<file path="config.mk">
export PLATFORM = sky130hd
export DESIGN_NAME = pong_frame_ctrl
export DESIGN_NICKNAME = d
export VERILOG_FILES = /design/src/rtl/pong_pkg.sv /design/src/rtl/pong_axis_step.sv /design/src/rtl/pong_frame_ctrl.sv
export SDC_FILE = /design/constraint.sdc
export NUM_CORES = 1
export LEC_CHECK = 0
export ABC_AREA = 1
export CORE_AREA = 5 5 97 99
export CTS_BUF_LIST = sky130_fd_sc_hd__clkbuf_4 sky130_fd_sc_hd__clkbuf_8
export DETAILED_ROUTE_END_ITERATION = 10
export DIE_AREA = 0 0 102 104
export GPL_ROUTABILITY_DRIVEN = 0
export GPL_TIMING_DRIVEN = 0
export SLEW_MARGIN = 5
export SYNTH_ARGS = -nofsm -noshare
export SYNTH_HDL_FRONTEND = slang
export SYNTH_SLANG_ARGS = --single-unit
</file>
<file path="constraint.sdc">
create_clock -name clk -period 4.3 [get_ports clk]
set_input_delay 0.645 -clock clk [delete_from_list [all_inputs] [get_ports clk]]
set_output_delay 0.645 -clock clk [all_outputs]
set_load 0.02 [all_outputs]
</file>
<file path="src/rtl/pong_pkg.sv">
// Shared constants, state encoding and direction type for the Pong frame sequencer.
// Latency: n/a (declarations only).
// Backpressure: n/a.
package pong_pkg;

  // Screen and object geometry
  localparam logic [9:0] H_RES     = 10'd640;
  localparam logic [9:0] V_RES     = 10'd480;
  localparam logic [9:0] BALL_SIZE = 10'd8;
  localparam logic [9:0] PAD_H     = 10'd72;
  localparam logic [9:0] PAD_X_L   = 10'd600;
  localparam logic [9:0] WALL_X    = 10'd32;
  localparam logic [9:0] BALL_V    = 10'd2;
  localparam logic [9:0] PAD_V     = 10'd4;

  // Derived limits
  localparam logic [9:0] BALL_X_MISS = H_RES - BALL_SIZE;  // 632
  localparam logic [9:0] BALL_Y_MAX  = V_RES - BALL_SIZE;  // 472
  localparam logic [9:0] PAD_Y_MAX   = V_RES - PAD_H;      // 408

  // Reset positions
  localparam logic [9:0] BALL_X_RST = 10'd320;
  localparam logic [9:0] BALL_Y_RST = 10'd240;
  localparam logic [9:0] PAD_Y_RST  = 10'd204;

  typedef enum logic [1:0] {
    IDLE = 2'd0,
    PAD  = 2'd1,
    BALL = 2'd2,
    HIT  = 2'd3
  } state_t;

  // POS = right/down, NEG = left/up
  typedef enum logic {
    DIR_POS = 1'b0,
    DIR_NEG = 1'b1
  } dir_t;

  function automatic dir_t flip_dir(input dir_t d);
    return (d == DIR_POS) ? DIR_NEG : DIR_POS;
  endfunction

endpackage

</file>
<file path="src/rtl/pong_axis_step.sv">
// One-axis position step with clamping to [lo, hi]; flags when a clamp reverses direction.
// Latency: purely combinational.
// Backpressure: none.
module pong_axis_step
  import pong_pkg::*;
(
  input  logic [9:0] i_pos,
  input  dir_t       i_dir,
  input  logic [9:0] i_step,
  input  logic [9:0] i_lo,
  input  logic [9:0] i_hi,
  output logic [9:0] o_next,
  output logic       o_flip
);

  // 11-bit intermediates so the compares never wrap
  logic [10:0] w_sum;
  logic [10:0] w_lo_lim;

  assign w_sum    = {1'b0, i_pos} + {1'b0, i_step};
  assign w_lo_lim = {1'b0, i_lo} + {1'b0, i_step};

  // Step in the current direction; clamp to the limit and request a flip when crossing it
  always_comb begin
    o_next = i_pos;
    o_flip = 1'b0;
    if (i_dir == DIR_POS) begin
      if (w_sum > {1'b0, i_hi}) begin
        o_next = i_hi;
        o_flip = 1'b1;
      end else begin
        o_next = w_sum[9:0];
      end
    end else begin
      if ({1'b0, i_pos} < w_lo_lim) begin
        o_next = i_lo;
        o_flip = 1'b1;
      end else begin
        o_next = i_pos - i_step;
      end
    end
  end

endmodule

</file>
<file path="src/rtl/pong_frame_ctrl.sv">
// Per-frame Pong game-state sequencer: paddle move, ball move, then paddle hit / miss.
// Latency: pad_y commits 2 edges, ball 4 edges after the frame_tick launch edge; busy for 3 cycles.
// Backpressure: none; a frame_tick arriving while busy is dropped.
module pong_frame_ctrl
  import pong_pkg::*;
(
  input  logic       clk,
  input  logic       rst_n,
  input  logic       frame_tick,
  input  logic       btn_up,
  input  logic       btn_down,
  output logic [9:0] ball_x,
  output logic [9:0] ball_y,
  output logic [9:0] pad_y,
  output logic       busy,
  output logic       miss
);

  // Ball-front window that counts as touching the paddle face
  localparam logic [10:0] HIT_X_LO  = {1'b0, PAD_X_L};
  localparam logic [10:0] HIT_X_HI  = {1'b0, PAD_X_L} + {1'b0, BALL_V} - 11'd1;
  localparam logic [9:0]  X_NO_CLAMP = 10'h3FF;

  state_t     r_state, w_state_nxt;
  logic [9:0] r_ball_x, r_ball_y, r_pad_y;
  logic [9:0] w_ball_x_nxt, w_ball_y_nxt, w_pad_y_nxt;
  dir_t       r_vx, r_vy, w_vx_nxt, w_vy_nxt;
  logic       w_miss;

  logic [9:0] w_bx_step, w_by_step, w_pad_step;
  logic       w_bx_flip, w_by_flip;
  dir_t       w_pad_dir;
  logic [9:0] w_pad_amt;

  logic [10:0] w_ball_front;
  logic        w_hit;

  // Paddle moves only when exactly one button is held
  assign w_pad_dir = btn_up ? DIR_NEG : DIR_POS;
  assign w_pad_amt = (btn_up ^ btn_down) ? PAD_V : 10'd0;

  pong_axis_step u_step_x (
    .i_pos  (r_ball_x),
    .i_dir  (r_vx),
    .i_step (BALL_V),
    .i_lo   (WALL_X),
    .i_hi   (X_NO_CLAMP),
    .o_next (w_bx_step),
    .o_flip (w_bx_flip)
  );

  pong_axis_step u_step_y (
    .i_pos  (r_ball_y),
    .i_dir  (r_vy),
    .i_step (BALL_V),
    .i_lo   (10'd0),
    .i_hi   (BALL_Y_MAX),
    .o_next (w_by_step),
    .o_flip (w_by_flip)
  );

  pong_axis_step u_step_pad (
    .i_pos  (r_pad_y),
    .i_dir  (w_pad_dir),
    .i_step (w_pad_amt),
    .i_lo   (10'd0),
    .i_hi   (PAD_Y_MAX),
    .o_next (w_pad_step),
    .o_flip ()
  );

  // Hit test on the positions committed in the PAD and BALL cycles
  assign w_ball_front = {1'b0, r_ball_x} + {1'b0, BALL_SIZE};
  assign w_hit = (r_vx == DIR_POS)
              && (w_ball_front >= HIT_X_LO) && (w_ball_front <= HIT_X_HI)
              && (({1'b0, r_ball_y} + {1'b0, BALL_SIZE}) > {1'b0, r_pad_y})
              && ({1'b0, r_ball_y} < ({1'b0, r_pad_y} + {1'b0, PAD_H}));

  // Next-state and datapath updates, one stage of the frame sequence per cycle
  always_comb begin
    w_state_nxt  = r_state;
    w_ball_x_nxt = r_ball_x;
    w_ball_y_nxt = r_ball_y;
    w_pad_y_nxt  = r_pad_y;
    w_vx_nxt     = r_vx;
    w_vy_nxt     = r_vy;
    w_miss       = 1'b0;
    case (r_state)
      IDLE: begin
        if (frame_tick) w_state_nxt = PAD;
      end
      PAD: begin
        w_pad_y_nxt = w_pad_step;
        w_state_nxt = BALL;
      end
      BALL: begin
        w_ball_x_nxt = w_bx_step;
        w_ball_y_nxt = w_by_step;
        if (w_bx_flip) w_vx_nxt = flip_dir(r_vx);
        if (w_by_flip) w_vy_nxt = flip_dir(r_vy);
        w_state_nxt  = HIT;
      end
      HIT: begin
        if (w_hit) begin
          w_ball_x_nxt = PAD_X_L - BALL_SIZE;
          w_vx_nxt     = DIR_NEG;
        end else if (r_ball_x >= BALL_X_MISS) begin
          w_miss       = 1'b1;
          w_ball_x_nxt = BALL_X_RST;
          w_ball_y_nxt = BALL_Y_RST;
          w_vx_nxt     = DIR_NEG;
        end
        w_state_nxt = IDLE;
      end
      default: w_state_nxt = IDLE;
    endcase
  end

  // State and position registers; reset abandons any sequence in flight
  always_ff @(posedge clk or negedge rst_n) begin
    if (!rst_n) begin
      r_state  <= IDLE;
      r_ball_x <= BALL_X_RST;
      r_ball_y <= BALL_Y_RST;
      r_pad_y  <= PAD_Y_RST;
      r_vx     <= DIR_POS;
      r_vy     <= DIR_POS;
    end else begin
      r_state  <= w_state_nxt;
      r_ball_x <= w_ball_x_nxt;
      r_ball_y <= w_ball_y_nxt;
      r_pad_y  <= w_pad_y_nxt;
      r_vx     <= w_vx_nxt;
      r_vy     <= w_vy_nxt;
    end
  end

  assign ball_x = r_ball_x;
  assign ball_y = r_ball_y;
  assign pad_y  = r_pad_y;
  assign busy   = (r_state != IDLE);
  assign miss   = w_miss;

endmodule

</file>
Word level (Yosys, flattened, before mapping)

Index checks and enable logic that the tools add are counted.

Multipliers: 0
Add/subtract/negate cells: 9
Equality and inequality tests: 8
Shifts and indexed selects: 0
$lt $le $gt $ge: 11
Muxes and demuxes: 34
Reduce and logical (&&, ||, !) cells: 11
Div/mod/pow operators: 0
Bitwise operators: 2

Operator list:

| operator              | count |
|---|---|
| $mux 10               | 13 |
| $pmux 10 s2           | 2 |
| $add 10x2->11 const B | 2 |
| $add 10x4->11 const B | 2 |
| $gt 11x9->1 const B   | 2 |
| $sub 10x2->10 const B | 2 |
| $mux 1                | 15 |
| $add 10x3->11         | 1 |
| $add 10x7->11 const B | 1 |
| $ge 11x10->1 const B  | 1 |
| $gt 11x10->1          | 1 |
| $gt 11x10->1 const B  | 1 |
| $le 11x10->1 const B  | 1 |
| $lt 10x11->1          | 1 |
| $ge 10x10->1 const B  | 1 |
| $lt 10x2->1 const B   | 1 |
| $lt 10x3->1           | 1 |
| $lt 10x6->1 const B   | 1 |
| $sub 10x3->10         | 1 |
| $pmux 2 s4            | 1 |
| $ne 2x2->1 const B    | 3 |
| $reduce_and 3->1      | 2 |
| $eq 2x2->1 const B    | 2 |
| $logic_and 1x1->1     | 4 |
| 11 further kinds      | 13 |

Flip-flop bits (word level): 34
Memories kept: 0
ROM bits: 0
Memory bits (writable): 0
Bits of input ports: 5
Bits in latches: 0

Logic depth before layout (Yosys ltp)

Depth in word-level cells: 8
Gate-level depth with buffers: 20
Gate-level depth less buffers: 19

Cells and area by module

A second synthesis with hierarchy kept.

Cell total of the unflattened synthesis: 1590
Area total of the unflattened synthesis: 9650.5 um^2

By module, submodules not included:

| module                           | times used | area each (um^2) | seq. area each (um^2) | cells each |
|---|---|---|---|---|
| pong_axis_step at u_step_pad ... | 2          | 2373.5           | 0.0                   | 417 |
| pong_frame_ctrl                  | 1          | 2496.1           | 863.3                 | 331 |
| pong_axis_step at u_step_x       | 1          | 2407.3           | 0.0                   | 425 |

Worst setup path after synthesis

OpenSTA, ideal clock, no wires.

Path type: reg2out
Start: register r_ball_y[5], in the netlist ball_y[5]
End: output port miss
Path slack: 1216 ps
Path buffers: 1
Cell stages (with the launch flop): 18
Arrival: 2439 ps
Cells stage by stage: dfstp_2 > buf_2 > nand2_1 > nor2_1 > xor2_1 > inv_1 > ha_1 > nand2_1 > nor2_1 > nand2_1 > nand2_1 > o21ai_1 > nand2_1 > nand2_1 > nand2_1 > nand3_2 > nand3_2 > inv_1

Cells in the longest elaborated chain, start to end: 6
Elaborated cells between the ends (all ways): 7
Those cells by class: add/sub: 1; order compare: 2; mux: 2; reduce/logical: 2

Ends and longest elaborated chain:

| item                     | RTL line               | text |
|---|---|---|
| start: declaration       | pong_frame_ctrl.sv:25  | `logic [9:0] r_ball_x, r_ball_y, r_pad_y;` |
| start signal: assignment | pong_frame_ctrl.sv:131 | `r_ball_y <= w_ball_y_nxt;` |
| $add 10x4->11            | pong_frame_ctrl.sv:76  | `&& (({1'b0, r_ball_y} + {1'b0, BALL_SIZE}) > {1'b0, r_pad_y})` |
| $gt 11x10->1             | pong_frame_ctrl.sv:76  |  |
| $logic_and 1x1->1        | pong_frame_ctrl.sv:76  |  |
| $logic_and 1x1->1 *      | pong_frame_ctrl.sv:77  | `&& ({1'b0, r_ball_y} < ({1'b0, r_pad_y} + {1'b0, PAD_H}));` |
| $mux 1 *                 | pong_frame_ctrl.sv:104 | `if (w_hit) begin` |
| $mux 1 *                 | pong_frame_ctrl.sv:88  | `case (r_state)` |
| end: declaration         | pong_frame_ctrl.sv:16  | `output logic miss` |

Every way passes the cells marked *; elsewhere a longest branch is shown, timed or not.

Final worst setup path

Start: register r_ball_y[4], in the netlist ball_y[4]
End: output port miss

Same word-level chain as after synthesis.

==> impl_summary.txt <==
----------------------------------------------------
[Routing]
  Top layer reached by signal wires ... met4
  Number of violations reported at the end of detailed-routing iteration 0 ... 194
  Via Count ... 3795
  Residual antenna-violating net count after detailed routing ... 0
  Met3 wirelength from detailed routing ... 491 µm
  Met1 wire length ... 4.663 mm
  Vias per std cell ... 5.300
  Total wire length ... 10.02 mm
  Wire length on met2 ... 4.674 mm
  DR pass1 iterations ... 5
  Routed wire per std cell ... 14.00 µm
  DRC violation count after routing ... 0

[Global route]
  GR Util All Layers ... 19.53%
  Global-route wire length before repair ... 17.22 mm
  Largest net degree at the start of global routing ... 32
  Number of antenna violations at the first check in global routing ... 0
  Leftover overflow at the end of global routing ... 0
  Number of global-route vias before repair ... 3608

[Cells and area]
  Most common cell after layout, fill and taps aside ... nand2_1
  Commonest cells after routing, fill and taps aside ... 153 x nand2_1, 69 x inv_1, 47 x nand3_1
  Number of filler cells placed in the layout ... 874
  Ratio of cells with drive above 1 in the final layout ... 9.704%
  Antenna diode count ... 0
  Area delta synth->final ... 15.30%
  Total number of nets in the final design ... 651

[Timing]
  Setup repair after global routing missed its margin ... no
  Shortest period the worst path allows ... 3.742 ns
  Number of failing hold endpoints at the final stage ... 0
  Fin crit share ... 87.02%
  Transition at the pin with the smallest max-transition slack ... 0.7312 ns
  Worst relative slew slack ... 51.25%
  Pins over their slew limit ... 0
  Final setup violation count ... 0
  Layout Skew ... 0.009131 ns
  Post-route worst hold slack ... 0.4101 ns
  TNS Setup ... 0 ns
  Timing-limited maximum frequency ... 0.2672 GHz

[Status]
  Outcome ... complete, no violations

[Critical path]
  Endpoint class of the critical path ... output pin
  Largest fanout on the critical path ... 10
  Required time of the worst setup path ... 3.65 ns
  Worst setup path class ... reg2out
  Arr. time, crit path ... 3.10 ns
  Launching element type of the critical path ... register

[Logic synthesis]
  Number of warning messages in the yosys log ... 0
  Share of flip-flops with an asynchronous set or reset after synthesis ... 100.0%
  Largest cells by area after synthesis ... nand2_1 16%, dfrtp_1 14%, ha_1 13%, dfstp_2 7.1%, inv_1 7.0%
  Synthesized area per cell ... 6.555 µm²
  Number of storage elements in the synthesis netlist ... 31
  Fraction of the yosys area taken by sequential cells ... 21.28%
  Count of flip-flops with a built-in enable after synthesis ... 0
  Most instantiated flip-flop cell in the synthesis netlist ... dfrtp_1
  Area fraction of the dominant cell type after synthesis ... 15.51%
  Post-Synthesis Cell Area ... 0.003704 mm²
  Count of cell types in the netlist ... 44
  Cell type with the largest total area after synthesis ... nand2_1
  Post-Synthesis Cells ... 565

[Pwr]
  Power density cells ... 809.3 mW/mm²
  Total power draw ... 3.456 mW
  Peak supply drop ... 0.0003015 V
  Leakage power ... 2.235 nW

[Floorplan]
  Die area ... 0.01061 mm²
  Core region area ... 0.008466 mm²
  Starting density of the core ... 43.75%
  I/O pins ... 37
  Die W ... 102 µm
  Floorplan row count ... 34
  Die Height ... 104 µm

[Clock network]
  Latest clock arrival within the worst-skew pair ... 0.29 ns
  Clk sinks ... 31
  Clock tree from TritonCTS ... yes
  CTS root buffer ... clkbuf_8
  Number of H-tree levels ... 2
  CTS buffer count ... 5
  Maximum clock insertion buffer count ... 2
  Clock transition time at the flip-flop clock pins of the worst setup and hold paths ... 0.08 ns

[Min path]
  Tightest Hold Check Type ... in2async

[Job]
  Maximum Capacitance Violations ... 0

[Place]
  IO Port Bufs ... 33
  Half-perimeter wire length after detailed placement ... 7.885 mm

----------------------------------------------------
-- stage by stage --
step                setup slack (ns)  cell area [µm²]  util (%)  std cells
detailed placement            0.4015             4172     49.28        708
global placement              0.4327             4177     49.33        708
finish                        0.5580             4270     50.44        716
global route                  0.2953             4270     50.44        716
CTS                          0.05685             4260     50.33        716
floorplan                      1.216             3711         -        567
-- timing repair --
| action | 4_1_cts | 5_1_grt |
|---|---|---|
| endpoints found under the setup margin | 0 | 1 |
| hold buffers | 0 | 0 |
| setup buffers | 0 | 0 |
| gates resized for setup | 0 | 2 |
-- flip-flops by register name, indices dropped and copies added, names as in the netlist --
| signal | count |
|---|---|
| pad_y | 8 |
| ball_x | 10 |
| ball_y | 9 |
| r_vy | 1 |
| r_state | 2 |
| r_vx | 1 |
-- Yosys cell counts (2+ instances only) --
cell / instances
o21ai_0: 26
nand4_1: 20
clkbuf_1: 4
or2_1: 2
o21ai_1: 3
xor2_1: 29
nor2_2: 4
a21oi_1: 26
a31oi_1: 3
ha_1: 39
nand3_1: 47
buf_4: 7
inv_2: 4
nand3b_1: 2
dfrtp_1: 21
xnor2_1: 3
dfstp_2: 10
buf_2: 8
nand2_2: 3
nand2_1: 153
nor2_1: 46
nand3_2: 6
clkinv_1: 2
nor3_1: 3
a22oi_1: 2
o211ai_1: 6
inv_1: 69
-- cells by family (layout without fill, tap and decap cells) --
| kind of cell | count (synthesis) | after routing | share of synthesized area (%) |
|---|---|---|---|
| AO/OA/AOI/OAI | 73 | 73 | 11.25 |
| XOR/XNOR | 32 | 32 | 7.568 |
| adder cells (fa/ha/maj) | 39 | 39 | 13.18 |
| buffers and inverters | 96 | 137 | 10.81 |
| flip-flops | 31 | 31 | 21.28 |
| other | 1 | 3 | 0.1013 |
| AND/OR/NAND/NOR | 293 | 293 | 35.81 |
-- power breakdown --
group	internal [mW]	switching [mW]
Sequential	0.458	0.176
Clock	0.113	0.131
Combinational	0.971	1.61
Total	1.54	1.91
-- worst max-delay path: stages, from the launching register on --
cell and delay [ns]:
dfstp_2 0.64, ha_1 0.24, nand2_1 0.10, nor2_1 0.18, o21ai_0 0.10, a21oi_1 0.16, ha_1 0.26, and3_1 0.21
o21ai_1 0.08, nand2_1 0.06, nand2_1 0.05, nand2_1 0.10, nand3_2 0.16, nand3_4 0.16, inv_1 0.09, dlymetal6s2s_1 0.22
-- final timing paths --
| path | from | to | slack (ns) | depth (start not counted) |
|---|---|---|---|---|
| setup / recovery | ball_y[4]$_DFFE_PN1P_ | miss | 0.56 | 15 |
| hold / removal | rst_n | ball_y[9]$_DFFE_PN0P_ | 0.41 | 1 |
| setup reg to reg | ball_y[5]$_DFFE_PN1P_ | ball_x[7]$_DFFE_PN0P_ | 1.44 | 19 |
| hold reg to reg | ball_y[7]$_DFFE_PN1P_ | ball_y[7]$_DFFE_PN1P_ | 0.55 | 2 |
| max in group asynchronous | rst_n | pad_y[8]$_DFFE_PN0P_ | 3.42 | 1 |
| min in group clk | ball_y[7]$_DFFE_PN1P_ | ball_y[7]$_DFFE_PN1P_ | 0.55 | 2 |
-- metal layers --
metal,GRT usage (%),vias to the layer above
met5,0,-
met1,27.37,1757
met3,2.079,14
met2,30.73,107
li1,-,1917
met4,6.935,0
-- final cells by class --
cell class                      count  area [µm²]  share of cell area [%]
Inverter                           76       287.8                   6.739
Sequential cell                    31       788.3                   18.46
Tap cell                          108       135.1                   3.164
Buffer                             20       112.6                   2.637
Multi-Input combinational cell    440        2530                   59.24
Clock inverter                      3       20.02                  0.4688
Timing Repair Buffer               33       327.8                   7.677
Clock buffer                        5       68.82                   1.611
(Power assumes the default switching activity.)
